[config.mk]
export PLATFORM = sky130hd
export DESIGN_NAME = spi_master_tx
export DESIGN_NICKNAME = d
export VERILOG_FILES = /design/src/rtl/spi_pkg.sv /design/src/rtl/spi_clk_div.sv /design/src/rtl/spi_master_tx.sv
export SDC_FILE = /design/constraint.sdc
export NUM_CORES = 1
export LEC_CHECK = 0
export ABC_AREA = 1
export CAP_MARGIN = 20
export CORE_MARGIN = 1.5
export CORE_UTILIZATION = 40
export CTS_CLUSTER_SIZE = 8
export DETAILED_ROUTE_END_ITERATION = 8
export REMOVE_ABC_BUFFERS = 1
export SYNTH_ARGS = -nofsm -noshare
export SYNTH_HDL_FRONTEND = slang
export SYNTH_SLANG_ARGS = --single-unit
export TNS_END_PERCENT = 1
[constraint.sdc]
create_clock -name CLK -period 3.8 [get_ports CLK]
set_input_delay 0.57 -clock CLK [delete_from_list [all_inputs] [get_ports CLK]]
set_output_delay 0.57 -clock CLK [all_outputs]
set_load 0.05 [all_outputs]
[src/rtl/spi_pkg.sv]
// Shared types and constants for the SPI master transmit engine.
package spi_pkg;

  typedef enum logic [1:0] {
    StIdle,
    StShift,
    StHold
  } spi_state_e;

  localparam int unsigned DefaultDPack = 8;

  // SPI modes as {C_POL, C_PH}
  localparam logic [1:0] MODE0 = 2'b00;
  localparam logic [1:0] MODE1 = 2'b01;
  localparam logic [1:0] MODE2 = 2'b10;
  localparam logic [1:0] MODE3 = 2'b11;

endpackage

[src/rtl/spi_clk_div.sv]
// Half-period tick generator: counts 0..CLK_DIV-1 while enabled and pulses TICK at terminal count.
module spi_clk_div #(
  parameter int unsigned CLK_DIV = 4
) (
  input  logic CLK,
  input  logic RST_N,
  input  logic CLR,
  input  logic EN,
  output logic TICK
);

  localparam int unsigned CntW = (CLK_DIV > 1) ? $clog2(CLK_DIV) : 1;
  localparam logic [CntW-1:0] Terminal = CntW'(CLK_DIV - 1);

  logic [CntW-1:0] cnt_q;

  assign TICK = EN && (cnt_q == Terminal);

  always_ff @(posedge CLK or negedge RST_N) begin
    if (!RST_N) begin
      cnt_q <= '0;
    end else if (CLR) begin
      cnt_q <= '0;
    end else if (EN) begin
      cnt_q <= TICK ? '0 : cnt_q + CntW'(1);
    end
  end

endmodule

[src/rtl/spi_master_tx.sv]
// SPI master transmitter: serialises one word LSB first with configurable CPOL/CPHA,
// frames it with active-low SS_N and pulses DONE at the end of the frame.
module spi_master_tx
  import spi_pkg::*;
#(
  parameter int unsigned D_PACK  = DefaultDPack,
  parameter int unsigned CLK_DIV = 4
) (
  input  logic              CLK,
  input  logic              RST_N,
  input  logic [D_PACK-1:0] PAR_IN,
  input  logic              LOAD_VALID,
  output logic              LOAD_READY,
  input  logic              C_POL,
  input  logic              C_PH,
  output logic              SCLK,
  output logic              MOSI,
  output logic              SS_N,
  output logic              BUSY,
  output logic              DONE
);

  localparam int unsigned EdgeW = $clog2(2 * D_PACK + 1);
  localparam logic [EdgeW-1:0] LastEdge = EdgeW'(2 * D_PACK);

  spi_state_e        state_q, state_d;
  logic [D_PACK-1:0] shreg_q, shreg_d;
  logic [EdgeW-1:0]  edge_cnt_q, edge_cnt_d, edge_nxt;
  logic              cfg_pol_q, cfg_pol_d;
  logic              cfg_ph_q, cfg_ph_d;
  logic              sclk_q, sclk_d;
  logic              mosi_q, mosi_d;
  logic              ss_n_q, ss_n_d;
  logic              busy_q, busy_d;
  logic              done_q, done_d;
  logic              tick;

  spi_clk_div #(
    .CLK_DIV(CLK_DIV)
  ) u_clk_div (
    .CLK  (CLK),
    .RST_N(RST_N),
    .CLR  (state_q == StIdle),
    .EN   (state_q != StIdle),
    .TICK (tick)
  );

  assign edge_nxt = edge_cnt_q + EdgeW'(1);

  always_comb begin
    state_d    = state_q;
    shreg_d    = shreg_q;
    edge_cnt_d = edge_cnt_q;
    cfg_pol_d  = cfg_pol_q;
    cfg_ph_d   = cfg_ph_q;
    sclk_d     = sclk_q;
    mosi_d     = mosi_q;
    ss_n_d     = ss_n_q;
    busy_d     = busy_q;
    done_d     = 1'b0;

    unique case (state_q)
      StIdle: begin
        sclk_d = C_POL;
        mosi_d = 1'b0;
        if (LOAD_VALID) begin
          shreg_d    = PAR_IN;
          cfg_pol_d  = C_POL;
          cfg_ph_d   = C_PH;
          ss_n_d     = 1'b0;
          busy_d     = 1'b1;
          edge_cnt_d = '0;
          mosi_d     = C_PH ? 1'b0 : PAR_IN[0];
          state_d    = StShift;
        end
      end
      StShift: begin
        if (tick) begin
          sclk_d     = ~sclk_q;
          edge_cnt_d = edge_nxt;
          // CPHA=0 presents bit 0 at accept, so advance on even edges except the final one;
          // CPHA=1 presents each bit on the odd (leading) edge.
          if (!cfg_ph_q && !edge_nxt[0] && (edge_nxt != LastEdge)) begin
            mosi_d  = shreg_q[1];
            shreg_d = shreg_q >> 1;
          end else if (cfg_ph_q && edge_nxt[0]) begin
            mosi_d  = shreg_q[0];
            shreg_d = shreg_q >> 1;
          end
          if (edge_nxt == LastEdge) begin
            state_d = StHold;
          end
        end
      end
      StHold: begin
        sclk_d = cfg_pol_q;
        if (tick) begin
          ss_n_d  = 1'b1;
          busy_d  = 1'b0;
          mosi_d  = 1'b0;
          done_d  = 1'b1;
          state_d = StIdle;
        end
      end
      default: state_d = StIdle;
    endcase
  end

  always_ff @(posedge CLK or negedge RST_N) begin
    if (!RST_N) begin
      state_q    <= StIdle;
      shreg_q    <= '0;
      edge_cnt_q <= '0;
      cfg_pol_q  <= 1'b0;
      cfg_ph_q   <= 1'b0;
      sclk_q     <= 1'b0;
      mosi_q     <= 1'b0;
      ss_n_q     <= 1'b1;
      busy_q     <= 1'b0;
      done_q     <= 1'b0;
    end else begin
      state_q    <= state_d;
      shreg_q    <= shreg_d;
      edge_cnt_q <= edge_cnt_d;
      cfg_pol_q  <= cfg_pol_d;
      cfg_ph_q   <= cfg_ph_d;
      sclk_q     <= sclk_d;
      mosi_q     <= mosi_d;
      ss_n_q     <= ss_n_d;
      busy_q     <= busy_d;
      done_q     <= done_d;
    end
  end

  assign LOAD_READY = (state_q == StIdle);
  assign SCLK       = sclk_q;
  assign MOSI       = mosi_q;
  assign SS_N       = ss_n_q;
  assign BUSY       = busy_q;
  assign DONE       = done_q;

endmodule

== Yosys cells after proc, flatten, opt, wreduce, memory -nomap -nowiden ==
Index checks and enable logic that the tools add are counted.

* Multiplexer cells: 32
* Bitwise operators: 1
* Equal/unequal tests: 10
* Add/sub/neg operators: 2
* Reductions and logical operators: 19

{| class="wikitable"
|+ Operator list
! operator !! number
|-
| 8-bit 2-to-1 mux || 4
|-
| 8-bit one-hot mux with 2 select lines || 1
|-
| 2-bit 2-to-1 mux || 7
|-
| 1-bit 2-to-1 mux || 12
|-
| 4-bit AND reduction || 3
|-
| 5-bit 2-to-1 mux || 2
|-
| 5-bit one-hot mux with 2 select lines || 1
|-
| 2-bit nonzero test || 4
|-
| 1-bit one-hot mux with 3 select lines || 2
|-
| 2-bit one-hot mux with 3 select lines || 1
|-
| 3-bit AND reduction || 2
|-
| 5-bit by 1-bit adder with 5-bit output (second input constant) || 1
|-
| 5-bit == test (second input constant) || 1
|-
| 5-bit inequality test (second input constant) || 1
|-
| 2-bit == test (second input constant) || 2
|-
| 1-bit logical AND || 4
|-
| 2-bit by 1-bit inequality test with 1-bit output (second input constant) || 2
|-
| 2-bit inequality test (second input constant) || 2
|-
| 1-bit one-hot mux with 2 select lines || 2
|-
| 2-bit AND reduction || 2
|-
| 3-bit inequality test (second input constant) || 1
|-
| 3-bit nonzero test || 1
|-
| 2-bit by 1-bit adder with 2-bit output (second input constant) || 1
|-
| 2-bit by 1-bit == test with 1-bit output (second input constant) || 1
|-
| other kinds (3) || 4
|}

* Output and inout port bits: 6
* Word-level logic and storage cells: 75
* Input port bits: 13
* Register bits after elaboration: 24

== Logic depth before layout (Yosys ltp) ==
Gate-level depths: netlist (run 1).

* Word-level depth: 7
* Depth in mapped cells: 11
* Gate-level depth less buffers: 11

== Hierarchy ==
A second synthesis (run 1) with hierarchy kept.

* Cells, all modules: 158
* Area total of the unflattened synthesis: 1355.0 µm²

{| class="wikitable"
|+ Modules (own cells, without submodules)
! module !! instances !! area each (µm²) !! sequential area each (µm²) !! cells an instance
|-
| spi_master_tx || 1 || 1241.2 || 551.8 || 143
|-
| spi_clk_div || 1 || 113.9 || 50.0 || 15
|}

== Worst setup path before layout (run 1) ==
No wires, ideal clock.

* Kind: flip-flop to flip-flop
* Start point: reg state_q[0]
* End point: reg shreg_q[2]
* Required time: 3678 ps
* Buffers on the path: 1
* Period minus slack after synthesis: 1884 ps
* Data arrival time: 1762 ps
* Cell stages (with the launch flop): 12
* Setup slack: 1916 ps
* Setup time: 122 ps
* Cell sequence: dfrtp_1 > inv_1 > ha_1 > inv_4 > nand2_4 > nand2_2 > o21ai_2 > a21oi_4 > nand2_4 > buf_12 > nand2_2 > o21ai_2

* Elaborated cells on any way between the ends: 10
* Classes of those cells: eq/ne (4); mux (1); reduce/logical (5)

{| class="wikitable"
|+ RTL lines
! element !! line !! source
|-
| start: declaration || spi_master_tx.sv:26 || <nowiki>spi_state_e state_q, state_d;</nowiki>
|-
| start signal: assignment || spi_master_tx.sv:111 || <nowiki>state_q <= StIdle;</nowiki>
|-
| start signal: assignment || spi_master_tx.sv:122 || <nowiki>state_q <= state_d;</nowiki>
|-
| 2-bit logical NOT (*) || -- ||
|-
| named net LOAD_READY || spi_master_tx.sv:13 || <nowiki>output logic LOAD_READY,</nowiki>
|-
| 2-bit inequality test (no line) or 2-bit nonzero test (tied branches) || -- ||
|-
| 4-bit AND reduction (no line) || -- ||
|-
| end signal: assignment || spi_master_tx.sv:123 || <nowiki>shreg_q <= shreg_d;</nowiki>
|-
| end: declaration || spi_master_tx.sv:27 || <nowiki>logic [D_PACK-1:0] shreg_q, shreg_d;</nowiki>
|}

The timed path passes the listed nets; every way through them passes the cells marked *.
A chain may end at the register's enable or synchronous reset.

== Worst setup path in the final report (run 1) ==
* Start point: reg state_q[0]
* End point: out LOAD_READY

* Cells in the longest elaborated chain, start to end: 1

{| class="wikitable"
|+ Ends and longest elaborated chain
! element !! line !! source
|-
| 2-bit logical NOT || spi_master_tx.sv:135 || <nowiki>assign LOAD_READY = (state_q == StIdle);</nowiki>
|-
| end: declaration || spi_master_tx.sv:13 ||
|}

Every way passes these cells.

==> impl_results.md, run 1 <==
* Result of the run: complete, no violations
* Mapped cell area at 1313 um2
* Aggregate routed wire length at 2330 um
* Switching pwr at roughly 540 uW
* Min Clock Period, post-route at roughly 2600 ps
* Critical Path End Type: output pin
* Number of vias per cell after detailed routing at 4.826
* Main combinational cell family by area after synthesis: simple AND/OR/NAND/NOR gates
* Number of buffers added on ports at 18
* Final cell area excluding filler cells at 1603 um2
* Clock tree from TritonCTS: done
* Tightest slew margin relative to the limit at 0.5724
* Share of post-route cells with drive strength above 1 at 0.1718
* Cell count after synthesis at 142
* Number of CTS-inserted buffers at 3
* Final HPWL DP at 1813 um
* Combinational group share of total power at 0.519
* Hold violation count in the final report at 0
* Final RePlAce weighted congestion at approximately 0.83
* Hold buffer count at CTS at 0
* Number of antenna violations at the first check in global routing at 0
* Top library cells by usage in the layout, fill and taps aside: nand2_1, dfrtp_1, clkdlybuf4s50_1
* Transition at the pin with the smallest max-transition slack at 641.4 ps
* Total Negative Setup Slacks at 0 ps
* Share of the synthesized area in compound gates (AO/OA/AOI/OAI) at 0.1335
* Count of clock tree sinks at 24
* Post-detailed-route count of antenna-violating nets at 0
* Total of flip-flops plus latches after synthesis at 24
* Global-route wire length before repair at 4105 um
* Critical path's slowest cell: clkdlybuf4s50_1
* Max Clock Skew at slightly below 9 ps
* Top-level port count at 19
* Cell type with the largest total area after synthesis: dfrtp_1
* Class of the most critical setup path: flop to output pin
* Required time worst endpoint at 3230 ps
* Number of DRC violations after detailed-routing iteration 0 at 31
* Final standard cell utilization of the core at 0.5207
* Overall die width at approximately 60 um
* Leak Pwr at about 0.00073 uW
* Site Rows at 20
* Number of H-tree branching levels at 1
* Buffer count from post-CTS setup fixing at 0
* Switching share of total power at 0.4367
* Unrepaired setup endpoints after global routing: false
* Synthesized-area fraction occupied by adder cells at 0.05720
* Die H at 60.28 um
* Final Cycle Share at 0.6726
* Library cells used by synthesis at 26
* Clock tree root driver cell: clkbuf_4
* PostCTS Resize Cnt at 0
* Area share of the largest cell type after synthesis at 0.4385
* Cell Pwr Density at 773.6 nW/um2
* Area Growth Syn to Fin at 22.12%
* Synth warn at 0
* Clock power frac at 0.147
* Data arrival, critical path at 1990 ps
* Max FO, Critical Path at 5
* Critical path cell sequence: inv_1 > ha_1 > clkdlybuf4s50_1
* Insertion delay to the later sink of the worst-skew pair at between 300 and 400 ps
* Pint at 698.4 uW
* Kind of path behind the tightest hold check: flop to flop
* Max frequency at a little under 0.4 GHz
* Ant diodes at 0
* Total Routing Usage GR at 0.1518
* Detailed-router iteration count before antenna repair at 4
* Setup violators final at 0
* DR WL/cell at 11.26 um
* Largest net degree at the start of global routing at 25
* Maximum resistive drop on vdd at 0.3543 mV
* Mean post-synth cell area at ~9.2 um2
* Sequential share of the synthesized area at 0.4585
* Clk buf depth at 2
* Max Slew Vio Count at 0
* Sum of overflow across all layers after global routing at 0
* Commonest non-fill, non-tap cell in the layout: nand2_1
* Cell types with the largest area share after synthesis: dfrtp_1, nand2_1, ha_1
* Clock edge transition at the registers on the reported setup and hold paths at roughly 130 ps
* Post-Synth XOR/XNOR Area at 0
* Placed inst area at 1523 um2
* Area of the die at 3634 um2
* Starting Density at 0.4264
* Total number of nets in the final design at between 150 and 200
* DR vias at roughly 1000
* Vias in the first global route at around 940
* Count of unresolved DRC violations after routing at 0
* Startpoint Class: flop
* Relative contribution of sequential cells to total power at 0.334
* Area of the core region at 3078 um2
* Delay of the slowest cell on the worst path at 850 ps
* Mux cell area share after synthesis at 0.06196
* Number of maximum-capacitance constraint violations at 0
* Post-synthesis simple-gate area fraction at 0.2107
[Yosys cell counts]
| library cell | number |
|---|---|
| clkinvlp_4 | 1 |
| o21ai_0 | 9 |
| nor2_1 | 6 |
| nand3_1 | 6 |
| mux2i_1 | 7 |
| buf_12 | 1 |
| dfrtp_1 | 23 |
| buf_2 | 1 |
| a21oi_4 | 1 |
| mux2_2 | 1 |
| dfstp_2 | 1 |
| nand3_2 | 1 |
| inv_1 | 17 |
| ha_1 | 6 |
| and2_1 | 1 |
| o21a_1 | 1 |
| a21oi_1 | 3 |
| o21ai_2 | 8 |
| inv_4 | 1 |
| a31oi_1 | 1 |
| nand4_1 | 3 |
| o21ai_1 | 3 |
| nand2_1 | 30 |
| nand2_4 | 3 |
| nand2_2 | 6 |
| nor3_1 | 1 |
[power by group through the flow]
stage,combinational [uW],clock [uW],sequential [uW]
finish,644,182,414
floorplan,467,0,450
global placement,638,0,416
CTS,652,189,416
detailed placement,650,0,421
global route,717,199,428
[cell type report]
| class | instances | area, um2 |
|---|---|---|
| fillers | 303 | 1475 |
| well taps | 44 | 55.05 |
| clock inverters | 1 | 30.03 |
| clock buffers | 3 | 22.52 |
| inverters | 19 | 77.57 |
| multi-input cells | 97 | 608.1 |
| flip-flops and latches | 24 | 601.8 |
| repair buffers | 19 | 207.7 |
[kinds of logic (layout without fill, tap and decap cells)]
kind of cell    after synthesis  count (layout)
simple gates                 57              57
compound gates               26              26
flops                        24              24
buf+inv                      21              42
mux                           8               8
fa+ha+maj                     6               6
[critical path, delay by kind of cell, from the launching register on]
family | cells | cell delay, ps
adder cells (fa/ha/maj) | 1 | 290
buffers and inverters | 2 | 940
flip-flops | 1 | 440
[registers in the layout (all words and copies together), names as in the netlist, 2 cells and up]
signal           flops
edge_cnt_q           5
shreg_q              8
state_q              2
u_clk_div.cnt_q      2
[through the flow]
stage / power, uW / setup WS [ps] / instances / hold WS (ps)
2_1_floorplan: 917.3 / 1941 / 140 / 274.4
3_3_place_gp: 1054 / 1650 / 202 / 427.9
3_5_place_dp: 1071 / 1596 / 202 / 445.6
4_1_cts: 1257 / 1216 / 206 / 463.7
5_1_grt: 1344 / 1141 / 207 / 494.6
6_report: 1240 / 1244 / 207 / 451.9
[worst paths after layout]
check	start	endpoint	slack (ps)	cells past startpoint
min reg2reg	u_clk_div.cnt_q[0]	u_clk_div.cnt_q[0]	450	1
max reg2reg	state_q[1]	shreg_q[6]	1620	8
min in group asynchronous	RST_N	cfg_ph_q	550	1
max in group asynchronous	RST_N	edge_cnt_q[3]	2820	2
max	state_q[0]	LOAD_READY	1240	3
min	u_clk_div.cnt_q[0]	u_clk_div.cnt_q[0]	450	1
[metal layers]
layer  part of all wire  global-route usage  wire [um]  vias up
met4              0.012             0.05714         29        0
li1                   -                   -          -      506
met2               0.49              0.2500       1149       19
met1               0.45              0.1846       1054      470
met5                  0                   0          0        -
met3              0.042             0.04762         97        4
Note: power is estimated with default switching activity, not from simulation.
==> inputs of run 2 (changes only) <==
==> constraint.sdc (replaced) <==
create_clock -name CLK -period 2.6 [get_ports CLK]
set_input_delay 0.39 -clock CLK [delete_from_list [all_inputs] [get_ports CLK]]
set_output_delay 0.39 -clock CLK [all_outputs]
set_load 0.05 [all_outputs]
==> run 2 against run 1 <==
- register-to-register slack got worse by 930 ps
- first-iteration DRC count shrank 19%
- global-route usage is 0.50 points lower
- sequential share of layout area increased by 0.69 points
- routed wire length up 3.5%
- non-clock buffer count increased by 1
- via count decreased by 1.7%
- clock skew fell by 8.1 ps
- flip-flop and latch count did not move
- sequential power is 47% higher
- utilization shrank 0.93 points
- clock power rose by 8%
==> impl_results.md, run 2 (same netlist as run 1, synthesis figures left out) <==
* Final RePlAce weighted congestion at roughly 0.8
* Sum of overflow across all layers after global routing at 0
* Switching pwr at 807.5 uW
* Result of the run: complete, no violations
* Global-route wire length before repair at 4050 um
* Ant diodes at 0
* Post-detailed-route count of antenna-violating nets at 0
* Min Clock Period, post-route at 2361 ps
* Worst Reg-to-Reg Cells at 8
* Pint at 955.9 uW
* Number of non-filler instances in the completed layout at about 210
* Setup crit end: LOAD_READY
* Required time worst endpoint at 2210 ps
* Combinational group share of total power at 0.544
* Final standard cell utilization of the core at 0.5114
* Power consumption at 1763 uW
* Class of the most critical setup path: flop to output pin
* Number of DRC violations after detailed-routing iteration 0 at 25
* Leading registers by flop count: shreg_q: 8 flops, edge_cnt_q: 5 flops
* Number of CTS-inserted buffers at 3
* Reg-to-Reg End: shreg_q[6]
* Number of antenna violations at the first check in global routing at 0
* Startpoint Class: flop
* Number of vias per cell after detailed routing at 4.721
* Number of H-tree branching levels at 1
* Total Negative Setup Slacks at 0 ps
* Largest net degree at the start of global routing at 25
* Setup violators final at 0
* Aggregate routed wire length at roughly 2400 um
* Hold violation count in the final report at 0
* Count of clock tree sinks at 24
* Area of the die at 3634 um2
* Area of the core region at 3078 um2
* Number of placed cells counting well taps at 204
* Detailed-router iteration count before antenna repair at 4
* Tightest slew margin relative to the limit at 0.6655
* Die H at approximately 60 um
* PostCTS Resize Cnt at 0
* Vias in the first global route at 910
* Flip-flop count of the largest register, all copies and words added at 8
* Share of post-route cells with drive strength above 1 at 0.1768
* Max Clock Skew at 0.8776 ps
* Number of buffers added on ports at 18
* Kind of path behind the tightest hold check: input port to async pin
* Data arrival, critical path at about 2000 ps
* Maximum resistive drop on vdd at 0.4811 mV
* Buffer count from post-CTS setup fixing at 0
* Final HPWL DP at 1887 um
* Switching share of total power at 0.4579
* Insertion delay to the later sink of the worst-skew pair at 300 ps
* Overall die width at 60.28 um
* Total Routing Usage GR at 0.1468
* Clk buf depth at 2
* Clock edge transition at the registers on the reported setup and hold paths at 130 ps
* Unrepaired setup endpoints after global routing: false
* Launch point of the worst reg-to-reg path: state_q[1]
* Leak Pwr at 0.0007207 uW
* Count of unresolved DRC violations after routing at 0
* Reg2Reg Setup Slack at 690 ps
* DR WL/cell at 11.59 um
* Total number of nets in the final design at about 180
* Final Cycle Share at 0.9082
* Cell Pwr Density at 1120 nW/um2
* Max Slew Vio Count at 0
* Area Growth Syn to Fin at 19.92%
* Max FO, Critical Path at 5
* Max frequency at 0.4235 GHz
* Clock tree root driver cell: clkbuf_4
* Clock power frac at 0.112
* Clock tree from TritonCTS: done
* Starting Density at 0.4264
* Critical path origin: state_q[0]
* Commonest non-fill, non-tap cell in the layout: nand2_1
* Critical Path End Type: output pin
* DR vias at just under 1000
* Top library cells by usage in the layout, fill and taps aside: nand2_1, dfrtp_1, clkdlybuf4s50_1
* Top-level port count at 19
* Number of maximum-capacitance constraint violations at 0
* Transition at the pin with the smallest max-transition slack at about 500 ps
* Site Rows at 20
* Relative contribution of sequential cells to total power at 0.345
* Most flops, register: shreg_q
* Hold buffer count at CTS at 0
==> run 2: power by group through the flow <==
stage                     registers [uW]  clock network [uW]  logic (uW)
after floorplan                      658                   0         683
after global placement               608                   0         945
after detailed placement             615                   0         969
after CTS                            608                 207         971
after global routing                 621                 216        1060
final                                608                 197         959
==> run 2: worst min path at each step <==
stage | endpoint | slack [ps] | depth (start not counted)
finish | edge_cnt_q[3] | 420 | 2
global route | DONE | 450 | 2
CTS | DONE | 420 | 2
detailed placement | u_clk_div.cnt_q[0] | 430 | 1
global placement | u_clk_div.cnt_q[0] | 430 | 1
floorplan | BUSY | 90 | 0
==> run 2: per-stage QoR <==
stage                     area (um2)  hold slack (ps)  worst slack, ps
after detailed placement        1538            430.2            578.3
after global routing            1574            445.2            144.6
final                           1574            416.6            238.7
after floorplan                 1287            94.41            741.0
after global placement          1538            429.2            631.9
after CTS                       1574            419.3            214.5
==> run 2: per-layer routing <==
metal  part of all wire  global-route usage  wire length, um
met5                  0                   0                0
met4             0.0075             0.02857               18
met3              0.036             0.02597               86
met2               0.48              0.2484             1149
met1               0.48              0.1965             1156
==> run 2: cell type report <==
type                            instances  area, um2
Multi-Input combinational cell         97      608.1
Sequential cell                        24      601.8
Clock buffer                            4      36.28
Timing Repair Buffer                   20      195.2
Fill cell                             282       1504
Inverter                               19      77.57
Tap cell                               44      55.05
==> run 2: worst max-delay path, stage by stage (launching register included) <==
cell and delay, ps:
dfrtp_1 440, inv_1 90, ha_1 290, clkdlybuf4s50_1 850
